[config.mk]
export PLATFORM = sky130hd
export DESIGN_NAME = rv32imf_irq_source
export DESIGN_NICKNAME = d
export VERILOG_FILES = /design/src/rtl/rv32imf_irq_source.sv
export SDC_FILE = /design/constraint.sdc
export NUM_CORES = 1
export LEC_CHECK = 0
export BUFFER_PORTS_ARGS = -buffer_cell sky130_fd_sc_hd__buf_2
export CAP_MARGIN = 15
export CORE_MARGIN = 10
export CORE_UTILIZATION = 40
export DETAILED_ROUTE_END_ITERATION = 8
export GPL_TIMING_DRIVEN = 0
export PLACE_DENSITY_LB_ADDON = 0.3
export SLEW_MARGIN = 15
export SYNTH_ARGS = -nofsm -noshare
export SYNTH_HDL_FRONTEND = slang
export SYNTH_SLANG_ARGS = --single-unit
export TNS_END_PERCENT = 50
[constraint.sdc]
create_clock -name clk -period 7.13 [get_ports clk]
set_clock_uncertainty 0.1 [all_clocks]
set_input_delay 0.713 -clock clk [delete_from_list [all_inputs] [get_ports clk]]
set_output_delay 0.713 -clock clk [all_outputs]
set_load 0.02 [all_outputs]
[src/rtl/rv32imf_irq_source.sv]
// Interrupt source block: 64-bit machine timer, software interrupt, registered
// external interrupt and edge-latched fast events, behind a small register port.
module rv32imf_irq_source #(
  parameter int unsigned NUM_FAST = 16
) (
  input  logic                clk,
  input  logic                rst,
  input  logic                reg_req_i,
  input  logic                reg_we_i,
  input  logic [2:0]          reg_addr_i,
  input  logic [31:0]         reg_wdata_i,
  output logic [31:0]         reg_rdata_o,
  output logic                reg_rvalid_o,
  input  logic [NUM_FAST-1:0] fast_evt_i,
  input  logic                ext_irq_i,
  input  logic                irq_ack_i,
  input  logic [4:0]          irq_id_i,
  output logic [31:0]         irq_o,
  output logic                irq_sec_o
);

  typedef enum logic [2:0] {
    A_MTIME_LO    = 3'd0,
    A_MTIME_HI    = 3'd1,
    A_MTIMECMP_LO = 3'd2,
    A_MTIMECMP_HI = 3'd3,
    A_MSIP        = 3'd4,
    A_FAST_PEND   = 3'd5,
    A_FAST_EN     = 3'd6,
    A_CTRL        = 3'd7
  } reg_addr_e;

  logic [63:0]         mtime_q, mtime_d;
  logic [63:0]         mtimecmp_q, mtimecmp_d;
  logic                msip_q, msip_d;
  logic [NUM_FAST-1:0] fast_pend_q, fast_pend_d;
  logic [NUM_FAST-1:0] fast_en_q, fast_en_d;
  logic [1:0]          ctrl_q, ctrl_d;
  logic [NUM_FAST-1:0] evt_q;
  logic                arm_q;
  logic                ext_q;
  logic                tirq_q, tirq_d;
  logic                rvalid_q, rvalid_d;
  logic [31:0]         rdata_q, rdata_d;

  logic                wr, rd;
  reg_addr_e           addr;
  logic [NUM_FAST-1:0] pend_set, pend_clr;
  logic [31:0]         pend_w, en_w, rd_mux, irq_c;

  always_comb begin
    wr          = reg_req_i & reg_we_i;
    rd          = reg_req_i & ~reg_we_i;
    addr        = reg_addr_e'(reg_addr_i);
    mtime_d     = mtime_q;
    mtimecmp_d  = mtimecmp_q;
    msip_d      = msip_q;
    fast_en_d   = fast_en_q;
    ctrl_d      = ctrl_q;
    pend_set    = '0;
    pend_clr    = '0;
    pend_w      = '0;
    en_w        = '0;
    rd_mux      = '0;
    rdata_d     = rdata_q;
    rvalid_d    = rd;
    tirq_d      = (mtime_q >= mtimecmp_q);

    // A write to either mtime half replaces that cycle's increment.
    if (wr && addr == A_MTIME_LO) begin
      mtime_d[31:0] = reg_wdata_i;
    end else if (wr && addr == A_MTIME_HI) begin
      mtime_d[63:32] = reg_wdata_i;
    end else if (ctrl_q[0]) begin
      mtime_d = mtime_q + 64'd1;
    end

    if (wr) begin
      case (addr)
        A_MTIMECMP_LO: mtimecmp_d[31:0]  = reg_wdata_i;
        A_MTIMECMP_HI: mtimecmp_d[63:32] = reg_wdata_i;
        A_MSIP:        msip_d            = reg_wdata_i[0];
        A_FAST_EN:     fast_en_d         = reg_wdata_i[NUM_FAST-1:0];
        A_CTRL:        ctrl_d            = reg_wdata_i[1:0];
        default: ;
      endcase
    end

    for (int unsigned k = 0; k < NUM_FAST; k++) begin
      pend_clr[k] = (irq_ack_i && irq_id_i == 5'(16 + k)) ||
                    (wr && addr == A_FAST_PEND && reg_wdata_i[k]);
    end
    // First cycle after reset only primes the edge flops.
    pend_set    = fast_evt_i & ~evt_q & {NUM_FAST{arm_q}};
    fast_pend_d = (fast_pend_q & ~pend_clr) | pend_set;

    pend_w[NUM_FAST-1:0] = fast_pend_q;
    en_w[NUM_FAST-1:0]   = fast_en_q;
    case (addr)
      A_MTIME_LO:    rd_mux = mtime_q[31:0];
      A_MTIME_HI:    rd_mux = mtime_q[63:32];
      A_MTIMECMP_LO: rd_mux = mtimecmp_q[31:0];
      A_MTIMECMP_HI: rd_mux = mtimecmp_q[63:32];
      A_MSIP:        rd_mux = {31'd0, msip_q};
      A_FAST_PEND:   rd_mux = pend_w;
      A_FAST_EN:     rd_mux = en_w;
      A_CTRL:        rd_mux = {30'd0, ctrl_q};
      default:       rd_mux = '0;
    endcase
    if (rd) begin
      rdata_d = rd_mux;
    end

    irq_c                 = '0;
    irq_c[3]              = msip_q;
    irq_c[7]              = tirq_q;
    irq_c[11]             = ext_q;
    irq_c[16 +: NUM_FAST] = fast_pend_q & fast_en_q;
  end

  always_ff @(posedge clk or posedge rst) begin
    if (rst) begin
      mtime_q     <= '0;
      mtimecmp_q  <= '1;
      msip_q      <= 1'b0;
      fast_pend_q <= '0;
      fast_en_q   <= '0;
      ctrl_q      <= '0;
      evt_q       <= '0;
      arm_q       <= 1'b0;
      ext_q       <= 1'b0;
      tirq_q      <= 1'b0;
      rvalid_q    <= 1'b0;
      rdata_q     <= '0;
    end else begin
      mtime_q     <= mtime_d;
      mtimecmp_q  <= mtimecmp_d;
      msip_q      <= msip_d;
      fast_pend_q <= fast_pend_d;
      fast_en_q   <= fast_en_d;
      ctrl_q      <= ctrl_d;
      evt_q       <= fast_evt_i;
      arm_q       <= 1'b1;
      ext_q       <= ext_irq_i;
      tirq_q      <= tirq_d;
      rvalid_q    <= rvalid_d;
      rdata_q     <= rdata_d;
    end
  end

  assign irq_o        = irq_c;
  assign irq_sec_o    = ctrl_q[1];
  assign reg_rvalid_o = rvalid_q;
  assign reg_rdata_o  = rdata_q;

endmodule

# ---- Yosys cells after proc, flatten, opt, wreduce, memory -nomap -nowiden
# Cells that the tools add are included.
dict set report op_classes {
  addsub 1
  mul 0
  div 0
  order_cmp 1
  eq_ne 24
  n_shift 0
  n_mux 5
  n_bitwise 11
  n_reduce_logical 61
}
# operator n
set ops {}
lappend ops {{$pmux W32 S8} 1}
lappend ops {{$mux W32} 3}
lappend ops {{$eq A5 B5 Y1 const B} 16}
lappend ops {{$add A64 B1 Y64 const B} 1}
lappend ops {{$and A16 B16 Y16} 4}
lappend ops {{$ge A64 B64 Y1} 1}
lappend ops {{$mux W64} 1}
lappend ops {{$logic_and A1 B1 Y1} 35}
lappend ops {{$not A16 Y16} 2}
lappend ops {{$logic_or A1 B1 Y1} 16}
lappend ops {{$or A16 B16 Y16} 1}
lappend ops {{$reduce_and A2 Y1} 7}
lappend ops {{$eq A3 B3 Y1 const B} 4}
lappend ops {{$eq A3 B2 Y1 const B} 2}
lappend ops {{$reduce_bool A2 Y1} 2}
lappend ops {{$eq A3 B1 Y1 const B} 1}
lappend ops {{$logic_not A3 Y1} 1}
lappend ops {{$and A1 B1 Y1} 2}
lappend ops {{$ne A2 B2 Y1 const B} 1}
lappend ops {{$not A1 Y1} 2}
dict set report totals {
  reg_bits 215
  latchBits 0
  mem_bits_rw 0
  mem_bits_ro 0
  input_bits 62
  out_inout_bits 66
  wordCells 117
  n_memories 0
}

# ---- Longest topological paths before layout
# Gate-level depths: netlist of the first run.
dict set report depth {
  ltp_word 7
  mapped_depth 9
  ltp_nobuf 8
}

# ---- Worst setup path after synthesis of the first run
# Ideal clock, no wire load.
dict set report synth_timing {
  kind {in2reg}
  startpoint {in reg_addr_i[2]}
  endpoint {reg mtime_q[58]}
  setup_time_ns 0.136
  arrival_ns 2.370
  t_required_ns 6.894
  setup_slack_ns 4.524
  stages 8
  path_buffers 2
  path_cell_list {clkbuf_1 nand4bb_1 and4_1 nand4_2 or3_1 buf_2 o211ai_1 o311ai_1}
}
dict set report synth_via {
  elab_chain_cells 4
  word_cells_on_any_way 8
  cone_classes {1 x eq/ne; 1 x mux; 1 x bitwise; 5 x reduce/logical}
}
# item line_no
set synth_lines {}
lappend synth_lines {{from (decl)} 10} ;# input logic [2:0] reg_addr_i,
lappend synth_lines {{$eq A3 B1 Y1 / $logic_not A3 Y1 (equally long branches)} {72, 70}}
lappend synth_lines {{$logic_and A1 B1 Y1, on equally long branches} {72, 70}}
lappend synth_lines {{$reduce_bool A2 Y1 (no line) / $not A1 Y1 (equally long branches)} n/a}
lappend synth_lines {{$reduce_and A2 Y1 (no line)} n/a}
lappend synth_lines {{to (signal assigned)} 136} ;# mtime_q <= mtime_d;
lappend synth_lines {{to (decl)} 33} ;# logic [63:0] mtime_q, mtime_d;
# Parallel ways exist; a longest one is shown, timed or not.
# A chain may end at the register's enable or synchronous reset.

# ---- Final worst setup path of the first run
dict set report layout_timing {
  startpoint {reg mtime_q[11]}
  endpoint {reg mtime_q[54]}
}
dict set report layout_via {
  elab_chain_cells 3
}
# item line_no
set layout_lines {}
lappend layout_lines {{$add A64 B1 Y64} 75} ;# mtime_d = mtime_q + 64'd1;
lappend layout_lines {{$mux W64} 74} ;# end else if (ctrl_q[0]) begin
lappend layout_lines {{$mux W32} 72} ;# end else if (wr && addr == A_MTIME_HI) begin
# Every way passes these cells. The select of a mux whose other input is x is not followed.

==> results of run 1 <==
## kinds of logic after synthesis
| kind of cell | Yosys count |
|---|---|
| buffers and inverters | 168 |
| flip-flops | 215 |
| other | 2 |
| XOR/XNOR | 44 |
| adder cells (fa/ha/maj) | 65 |
| AO/OA/AOI/OAI | 312 |
| AND/OR/NAND/NOR | 409 |
| multiplexers | 82 |
## power by group through the flow
stage          logic, mW  clock network, mW  registers (mW)
6_report            1.15               1.26            1.81
5_1_grt             1.29               1.33            1.85
4_1_cts             1.14               1.27            1.81
3_5_place_dp        1.13                  0            1.82
3_3_place_gp        1.10                  0            1.81
2_1_floorplan      0.767                  0            1.76
## layer usage
metal  global-route usage (%)  wire length [um]  vias to the layer above
met2                     33.5             19000                      441
met1                     27.7             17200                     5349
met4                     6.99              1280                        2
met5                        0                13                        -
li1                         -                 -                     4909
met3                     4.56              3710                       73
## per-stage QoR
step	power (mW)	hold slack, ns	cell area [um^2]
6_report	4.22	0.174	14300
5_1_grt	4.46	0.163	14300
4_1_cts	4.21	0.164	14300
3_5_place_dp	2.96	0.323	13500
3_3_place_gp	2.91	0.326	13400
2_1_floorplan	2.53	0.310	12400
## registers in the layout, summed over array words and instances, names as in the netlist
signal,cells
mtime_q,64
mtimecmp_q,64
reg_rdata_o,32
evt_q,16
fast_en_q,16
fast_pend_q,16
ctrl_q,2
arm_q,1
ext_q,1
msip_q,1
reg_rvalid_o,1
tirq_q,1
## layout by cell type (no fill, tap or decap), drive strengths merged, types with 5 or more instances in the layout
master and count:
a21o 8, inv 90, nand3 29, o211ai 12
nor3 16, xnor2 23, nor4 11, a32oi 5
clkinv 8, a32o 12, ha 65, and3 13
nand2b 5, nor2b 9, dfstp 64, or3 6
mux4 12, dfrtp 151, mux2 63, xor2 21
clkbuf 87, nand3b 5, conb 14, a21oi 65
and2 21, nand4 35, mux2i 7, o31ai 5
o311ai 5, and4 8, nor2 77, nand2 163
o21ai 138, a211oi 5, a22oi 34, buf 142
## final timing paths
check / from / to / slack [ns] / depth (start not counted)
min: ext_irq_i / ext_q / 0.17 / 1
max in group asynchronous: rst / mtimecmp_q[2] / 5.17 / 5
max reg2reg: mtime_q[11] / mtime_q[54] / 3.62 / 7
max: mtime_q[11] / mtime_q[54] / 3.62 / 7
min reg2reg: evt_q[14] / fast_pend_q[14] / 0.33 / 1
min in group asynchronous: rst / reg_rdata_o[19] / 0.52 / 3
## synthesized netlist by cell type, types with 13 or more instances
cell / n
dfrtp_1: 151
nor2_1: 77
clkbuf_1: 52
a21oi_1: 65
dfstp_2: 64
o21ai_0: 136
and3_1: 13
mux2_2: 63
xnor2_1: 23
a22oi_1: 34
inv_1: 89
nand4_1: 33
xor2_1: 21
ha_1: 65
nor3_1: 16
and2_1: 21
buf_4: 16
nand2_1: 163
nand3_1: 29
## worst max-delay path: cells and delay by family, from the launching register on
| family | cells | cell delay, ns |
|---|---|---|
| flip-flops | 1 | 0.52 |
| AO/OA/AOI/OAI | 2 | 0.34 |
| buffers and inverters | 1 | 0.22 |
| AND/OR/NAND/NOR | 4 | 2.20 |
## cell type report
type / count / area (um^2)
Tap cell: 396 / 495
Buffer: 79 / 359
Fill cell: 2962 / 16200
Inverter: 89 / 342
Clock inverter: 12 / 93.8
Multi-Input combinational cell: 926 / 6210
Sequential cell: 215 / 5460
Timing Repair Buffer: 117 / 638
Clock buffer: 34 / 699
==> metrics.txt, run 1 <==
Lkg Pwr=between 6 and 7 nW; Total GRT Usage=21.0%; Reg clk slew, reported paths=approximately 0.060 ns; insertion delay to the later sink of the worst-skew pair=0.54 ns; Synth Area per Inst=9.50 um^2; Post-Syn Instances=roughly 1300; IO Count=128; Placer Congestion=approximately 0.95; sequential-to-total area share from yosys stat=between 40% and 50%; Most used DFF post-synth=dfrtp_1; final WL=41.2 mm; largest net degree at the start of global routing=110; most used cell, CP=nand4_2; Die Ht=between 150 and 200 um; clock sinks=215; Longest Clk Path Bufs=3; Initial Util=40.4%; DRC Markers=0; Congestion Overflow GR=0; Startpoint Class=flip-flop; Worst Setup End Kind=flip-flop; setup violators final=0; die area=approximately 0.038 mm^2; mapped cell area=between 0.01 and 0.015 mm^2; number of buffers created by CTS=25; CP Max Fanout=10; yosys warns=0; Critical Path RT=~7.4 ns; Final Cycle Share=approximately half; mux cell area share after synthesis=between 8 and 9%; Synth Area in Compound Gates=about 15%; Logic pwr share=approximately 27%; drt pass-1 iters=5; max incr delay on CP=~0.86 ns; internal power=between 2 and 3 mW; placed cell count=about 1800; post-synthesis adder-cell area fraction=6.60%; Setup Buffers After CTS=0; row count=between 60 and 70; relative slew slack=between 20% and 30%; Switching Fraction=a little over a third; # resized after CTS=0; final setup margin=between 3 and 4 ns; status=finished, final reports clean; Core Box Area=0.0305 mm^2; antenna-violating nets left=0; I/O Buffers=between 100 and 150; sequence of cells on the critical path=nand4_2, nor4_1, nand4_2, or3_1, buf_2, o211ai_1, o311ai_1; Slew Viols, Final=0; Post-synth EDFFs=0; setup TNS=0 ns; Place WS=approximately 3.4 ns; Sequential Power Share=between 40% and 50%; Finished Layout Cells=1868; initial antenna violation count=2; Power Dens Cells=a little under 300 mW/mm^2; RSZ-0062 raised after global routing=no; worst slew pin tran=roughly 1.2 ns; largest area contributor in the netlist=dfrtp_1; Sw Pwr=1.47 mW; asr flop ratio synth=100%; Max Cap Viol=0; synthesized-area fraction occupied by and/or/nand/nor cells=16.3%; H-tree depth=1; post-synth cell types=63; ratio of cells with drive above 1 in the final layout=between 20% and 30%; DP HPWL=around 31 mm; xor and xnor fraction of the mapped netlist area=~3.1%; largest family of logic cells by synthesized area=simple AND/OR/NAND/NOR gates; Slowest-stage cell, CP=nor4_1; root buffer cell=clkbuf_16; Nets=between 1500 and 2000; Yosys top cell area share=between 30% and 40%; Clk network pwr share=around 30%; Die X=a little under 200 um; maximum VDD drop=around 0.18 mV; CP arrival=3.81 ns; Hold Fails Final Rpt=0; vias post-DR=~11000; CTS tree=built; synth top area cells=dfrtp_1 (31%), dfstp_2 (14%), ha_1 (6.6%), mux2_2 (5.8%), o21ai_0 (5.5%); post-synthesis sequential element count=215; ANT cells=0; Avg Vias per Cell=5.77; global-route wire length before repair=~64 mm; DR WL/cell=about 22 um; violation count after the first detailed-routing iteration=996; P&R area growth vs syn=16.1%; vias in the first global route=around 11000; minimum clock period=around 3.5 ns; Hold-fix buffers, CTS=1; hold crit path type=in -> reg; f_max=between 0.2 and 0.3 GHz; Finished Core Util=a little under half; critical path class=reg -> reg
No activity file was read; power rests on OpenSTA's default activity.
==> run 2: changes to the inputs <==
--- a/config.mk
+++ b/config.mk
@@ -5,6 +5,7 @@
 export SDC_FILE = /design/constraint.sdc
 export NUM_CORES = 1
 export LEC_CHECK = 0
+export ABC_AREA = 1
 export BUFFER_PORTS_ARGS = -buffer_cell sky130_fd_sc_hd__buf_2
 export CAP_MARGIN = 15
 export CORE_MARGIN = 10
==> constraint.sdc (replaced) <==
create_clock -name clk -period 3.2 [get_ports clk]
set_clock_uncertainty 0.1 [all_clocks]
set_input_delay 0.32 -clock clk [delete_from_list [all_inputs] [get_ports clk]]
set_output_delay 0.32 -clock clk [all_outputs]
set_load 0.02 [all_outputs]
==> metrics.txt, run 2 <==
Core Box Area=0.0334 mm^2; yosys warns=0; Hold Fails Final Rpt=0; Most used DFF post-synth=dfrtp_1; Multi-input gate area=~0.0067 mm^2; die area=~0.042 mm^2; Nets=around 2200; CP Max Fanout=5; IO Count=128; Max Cap Viol=0; DR WL/cell=~22 um; post-synth cell types=slightly above 40; Avg Vias per Cell=around 5.4; Initial Util=about two fifths; Global Route met2 Usage=between 40% and 50%; final instance area=around 0.016 mm^2; # resized after CTS=0; violation count after the first detailed-routing iteration=1176; largest net degree at the start of global routing=37; Worst Hold Path EP=mtime_q[21]; asr flop ratio synth=between 90% and 100%; cell with the most instances after synthesis=nand2_1; Congestion Overflow GR=0; H-tree depth=1; CTS tree=built; top cells by count, synth=nand2_1 (556), inv_1 (244), nor2_1 (205); cell depth of the worst flop-to-flop path=9; Post-Syn Instances=1899; Die Ht=~200 um; Critical path buffers and inverters=1; Lkg Pwr=~7.5 nW; drt pass-1 iters=6; GR met1 Demand/Resource=between 30% and 40%; setup violators final=0; Final Cycle Share=just over 80%; largest family of logic cells by synthesized area=simple AND/OR/NAND/NOR gates; met3 global-route usage=4.85%; clock sinks=between 200 and 250; Slowest-stage cell, CP=dfrtp_1; initial antenna violation count=0; P&R area growth vs syn=18.7%; Die X=about 200 um; Hold Path Depth=5; synthesized-area fraction occupied by and/or/nand/nor cells=26.3%; DRC Markers=0; Reg clk slew, reported paths=0.07 ns; Crit path max-delay family=simple AND/OR/NAND/NOR gates; RSZ-0062 raised after global routing=no; I/O Buffers=~110; Post-synth EDFFs=0; GRT Max-Usage Layer=met2; Worst Setup End Kind=flip-flop; sequential-to-total area share from yosys stat=40.4%; maximum VDD drop=0.432 mV; worst slew pin tran=between 0.9 and 1 ns; synth top area cells=dfrtp_1 (28%), nand2_1 (15%), dfstp_2 (12%), inv_1 (6.8%), o21ai_0 (6.0%); Slew Viols, Final=0; mapped cell area=0.0135 mm^2; Yosys top cell area share=between 20 and 30%; status=finished, final reports clean; global-route wire length before repair=roughly 85 mm; vias post-DR=13757; Worst R2R End=mtime_q[39]; insertion delay to the later sink of the worst-skew pair=just under 0.6 ns; Placer Congestion=1.03; ANT cells=0; hold crit path type=in -> reg; critical path class=reg -> reg; Place WS=0.635 ns; relative slew slack=between 30 and 40%; post-synthesis adder-cell area fraction=about 6%; ratio of cells with drive above 1 in the final layout=between 10% and 20%; placed cell areas=approximately 0.015 mm^2; sequence of cells on the critical path=nand2_1, nor2_1, nand2_1, nor2_1, inv_1, o21ai_0, nand2_1, nand2_1, o21ai_1; Reg area=~0.0055 mm^2; row count=67; root buffer cell=clkbuf_16; commonest non-fill, non-tap cell in the layout=nand2_1; Startpoint Class=flip-flop; f_max=between 0.3 and 0.4 GHz; xor and xnor fraction of the mapped netlist area=~1.1%; minimum clock period=around 2.6 ns; hold wc startpoint=reg_wdata_i[21]; mux cell area share after synthesis=0%; number of buffers created by CTS=27; antenna-violating nets left=0; Synth Area in Compound Gates=16.0%; Synth Area per Inst=between 7 and 8 um^2; Longest Clk Path Bufs=3; DP HPWL=around 46 mm; most frequent cells in the layout=nand2_1 (556), inv_1 (243), nor2_1 (205); final WL=between 50 and 60 mm; fill count=approximately 3400; R2R Setup Slk=between 0.5 and 0.6 ns; R2R Path Start=mtime_q[38]; max incr delay on CP=around 0.47 ns; largest area contributor in the netlist=dfrtp_1; most used cell, CP=nand2_1; post-synthesis sequential element count=215; CP arrival=about 3.0 ns; final setup margin=0.569 ns; Design Power=between 10 and 15 mW; setup TNS=0 ns; vias in the first global route=between 10000 and 15000; Total GRT Usage=between 20% and 30%; Critical Path RT=around 3.6 ns; Power Dens Cells=between 700 and 800 mW/mm^2; worst hold slack=between 0.02 and 0.025 ns
## run 2: changes by cell type after synthesis, moves of 46 or more
cell / delta
a21oi_1: +57
inv_1: +155
mux2_2: -63
nand2_1: +393
nand3_1: +46
nor2_1: +128
## run 2: power by group
group          internal [mW]  total [mW]  switching, mW
Combinational           1.48        4.06           2.58
Clock                   1.86        3.18           1.32
Sequential              3.56        4.64           1.08
Total                   6.89        11.9           4.98
## run 2: how the worst max path moves through the flow
stage | startpoint | endpoint | slack (ns) | cells after the start
after floorplan | rst | arm_q | 0.03 | 1
after global placement | rst | mtime_q[55] | -1.43 | 2
after detailed placement | mtime_q[1] | mtime_q[54] | 0.63 | 10
after CTS | mtime_q[0] | mtime_q[54] | 0.61 | 10
after global routing | mtime_q[1] | mtime_q[38] | 0.44 | 10
final | mtime_q[38] | mtime_q[39] | 0.57 | 9
## run 2: worst reg2reg max path, cell delays in order (launching register included)
cell and delay [ns]:
dfrtp_1 0.47, nand2_1 0.15, nor2_1 0.35, nand2_1 0.25, nor2_1 0.40, inv_1 0.08, o21ai_0 0.41, nand2_1 0.16
nand2_1 0.09, o21ai_1 0.06
## run 2: cell type report
type	instances	area share, %
Buffer	76	2.56
Clock buffer	37	4.82
Clock inverter	13	0.882
Inverter	252	5.92
Multi-Input combinational cell	1368	42.0
Sequential cell	215	34.1
Tap cell	448	3.50
Timing Repair Buffer	151	6.24
## run 2: per-layer routing
layer,part of all wire [%],routed length [um]
met1,41,23400
met2,46,26500
met3,7.0,4010
met4,5.8,3300
met5,0,0
## run 2: timing repair
action                                 in CTS  in global routing
endpoints found under the hold margin      65                  0
buffers inserted                            0                  0
hold buffers                               31                  0
## run 2: cell families (layout without fill, tap and decap cells)
family / count (synthesis) / after routing
and+or+nand+nor: 886 / 886
AOI/OAI and AO/OA: 386 / 386
buffers and inverters: 328 / 529
DFF: 215 / 215
adders and majority gates: 65 / 65
xor gates and xnor gates: 17 / 17
other: 2 / 14
## run 2: metrics by stage
stage | util [%] | instances
after global routing | 47.9 | 2560
after floorplan | - | 1911
after CTS | 47.9 | 2560
final | 47.9 | 2560
after global placement | 43.9 | 2473
after detailed placement | 44.3 | 2479
==> run 3: changes to the inputs <==
==> constraint.sdc (replaced) <==
create_clock -name clk -period 2.6 [get_ports clk]
set_clock_uncertainty 0.1 [all_clocks]
set_input_delay 0.26 -clock clk [delete_from_list [all_inputs] [get_ports clk]]
set_output_delay 0.26 -clock clk [all_outputs]
set_load 0.02 [all_outputs]
==> metrics.txt, run 3 (synthesized netlist as in run 2, its figures left out) <==
R2R Setup Slk=~0.09 ns; root buffer cell=clkbuf_16; status=finished, final reports clean; ratio of cells with drive above 1 in the final layout=13.8%; setup violators final=0; Die Ht=between 200 and 250 um; worst slew pin tran=slightly above 0.9 ns; drt pass-1 iters=6; vias in the first global route=13456; Congestion Overflow GR=0; most frequent cells in the layout=nand2_1 (556), inv_1 (243), nor2_1 (202); Startpoint Class=flip-flop; Hold Path Depth=3; setup TNS=0 ns; DR WL/cell=approximately 22 um; Power Dens Cells=roughly 900 mW/mm^2; Worst Setup End Kind=flip-flop; met3 global-route usage=4.79%; vias post-DR=roughly 14000; die area=0.0415 mm^2; hold wc startpoint=reg_wdata_i[22]; GR met1 Demand/Resource=33.4%; violation count after the first detailed-routing iteration=between 1000 and 1500; largest net degree at the start of global routing=37; global-route wire length before repair=approximately 85 mm; commonest non-fill, non-tap cell in the layout=nand2_1; CP Max Fanout=6; Worst R2R End=mtime_q[50]; critical path class=reg -> reg; Initial Util=between 40% and 50%; Lkg Pwr=7.55 nW; Avg Vias per Cell=5.38; f_max=approximately 0.40 GHz; final setup margin=0.0898 ns; Critical Path RT=~3.0 ns; I/O Buffers=~110; antenna-violating nets left=0; minimum clock period=approximately 2.5 ns; Total GRT Usage=between 20% and 30%; Global Route met2 Usage=44.8%; Max Cap Viol=0; Reg clk slew, reported paths=around 0.060 ns; ANT cells=0; Worst Hold Path EP=mtimecmp_q[22]; RSZ-0062 raised after global routing=no; DP HPWL=46.0 mm; Final Cycle Share=96.5%; cell depth of the worst flop-to-flop path=11; initial antenna violation count=0; Setup Buffers After CTS=0; DRC Markers=0; insertion delay to the later sink of the worst-skew pair=between 0.5 and 0.6 ns; GRT Max-Usage Layer=met2; R2R Path Start=mtime_q[0]; H-tree depth=1; Slew Viols, Final=0; Place WS=between 0.03 and 0.04 ns; Placer Congestion=about 1.0; clock sinks=about 220; Hold Fails Final Rpt=0; Nets=~2200; relative slew slack=38.4%; final WL=between 50 and 60 mm; Core Box Area=between 0.03 and 0.04 mm^2; maximum VDD drop=~0.53 mV; hold crit path type=in -> reg; number of buffers created by CTS=27; Die X=about 200 um; CTS tree=built; Longest Clk Path Bufs=3; CP arrival=2.93 ns; P&R area growth vs syn=19.7%; row count=67; IO Count=around 130
[run 3: cell types whose count changed in the layout (fill, tap and decap cells not counted), sizes merged]
| cell | before | now |
|---|---|---|
| dlygate4sd3 | 31 | 44 |
[run 3: what timing repair did]
action                                  CTS  global route
hold buffers                             44             0
resized for setup                         0             5
endpoints found under the setup margin    0             6
hold endpoints to repair                104             0
[run 3: where the power goes]
part,internal [mW],switching [mW]
combinational,1.83,3.18
sequential,4.38,1.34
clock,2.29,1.63
[run 3: worst max-delay path: stages (launching register included)]
cell	delay [ns]
dfrtp_1	0.50
ha_1	0.27
inv_1	0.10
nor2_2	0.27
nand2_1	0.21
nor2_1	0.13
nand2_1	0.08
nor2_1	0.44
nand3_1	0.13
nand3_1	0.10
nand2_1	0.06
nand2_1	0.06
[run 3: worst max-delay path by stage]
stage	start	endpoint
finish	mtime_q[0]	mtime_q[50]
global route	mtime_q[1]	mtime_q[38]
CTS	mtime_q[0]	mtime_q[54]
detailed placement	mtime_q[1]	mtime_q[54]
global placement	rst	mtime_q[55]
floorplan	rst	arm_q
[run 3: routing by layer]
metal	up-vias	wire [um]
met2	563	26600
met1	6557	23200
met3	152	4150
li1	6558	-
met4	0	3510
met5	-	0
[run 3: cell type report]
| cell class | count | area, um^2 |
|---|---|---|
| fillers | 3419 | 17300 |
| multi-input cells | 1368 | 6750 |
| flip-flops and latches | 215 | 5460 |
| repair buffers | 164 | 1130 |
| inverters | 252 | 950 |
| clock buffers | 37 | 773 |
| well taps | 448 | 561 |
| plain buffers | 76 | 410 |
| clock inverters | 13 | 141 |
[run 3: per-stage QoR]
step / util, % / cells / hold WS (ns) / instance area, um^2 / power (mW)
6_report: 48.4 / 2573 / 0.00884 / 16200 / 14.6
5_1_grt: 48.4 / 2573 / 0.0175 / 16200 / 15.6
4_1_cts: 48.3 / 2573 / 0.00321 / 16200 / 14.6
3_5_place_dp: 44.3 / 2479 / 0.257 / 14800 / 10.6
3_3_place_gp: 43.9 / 2473 / 0.271 / 14700 / 10.4
2_1_floorplan: - / 1911 / 0.191 / 13600 / 8.63
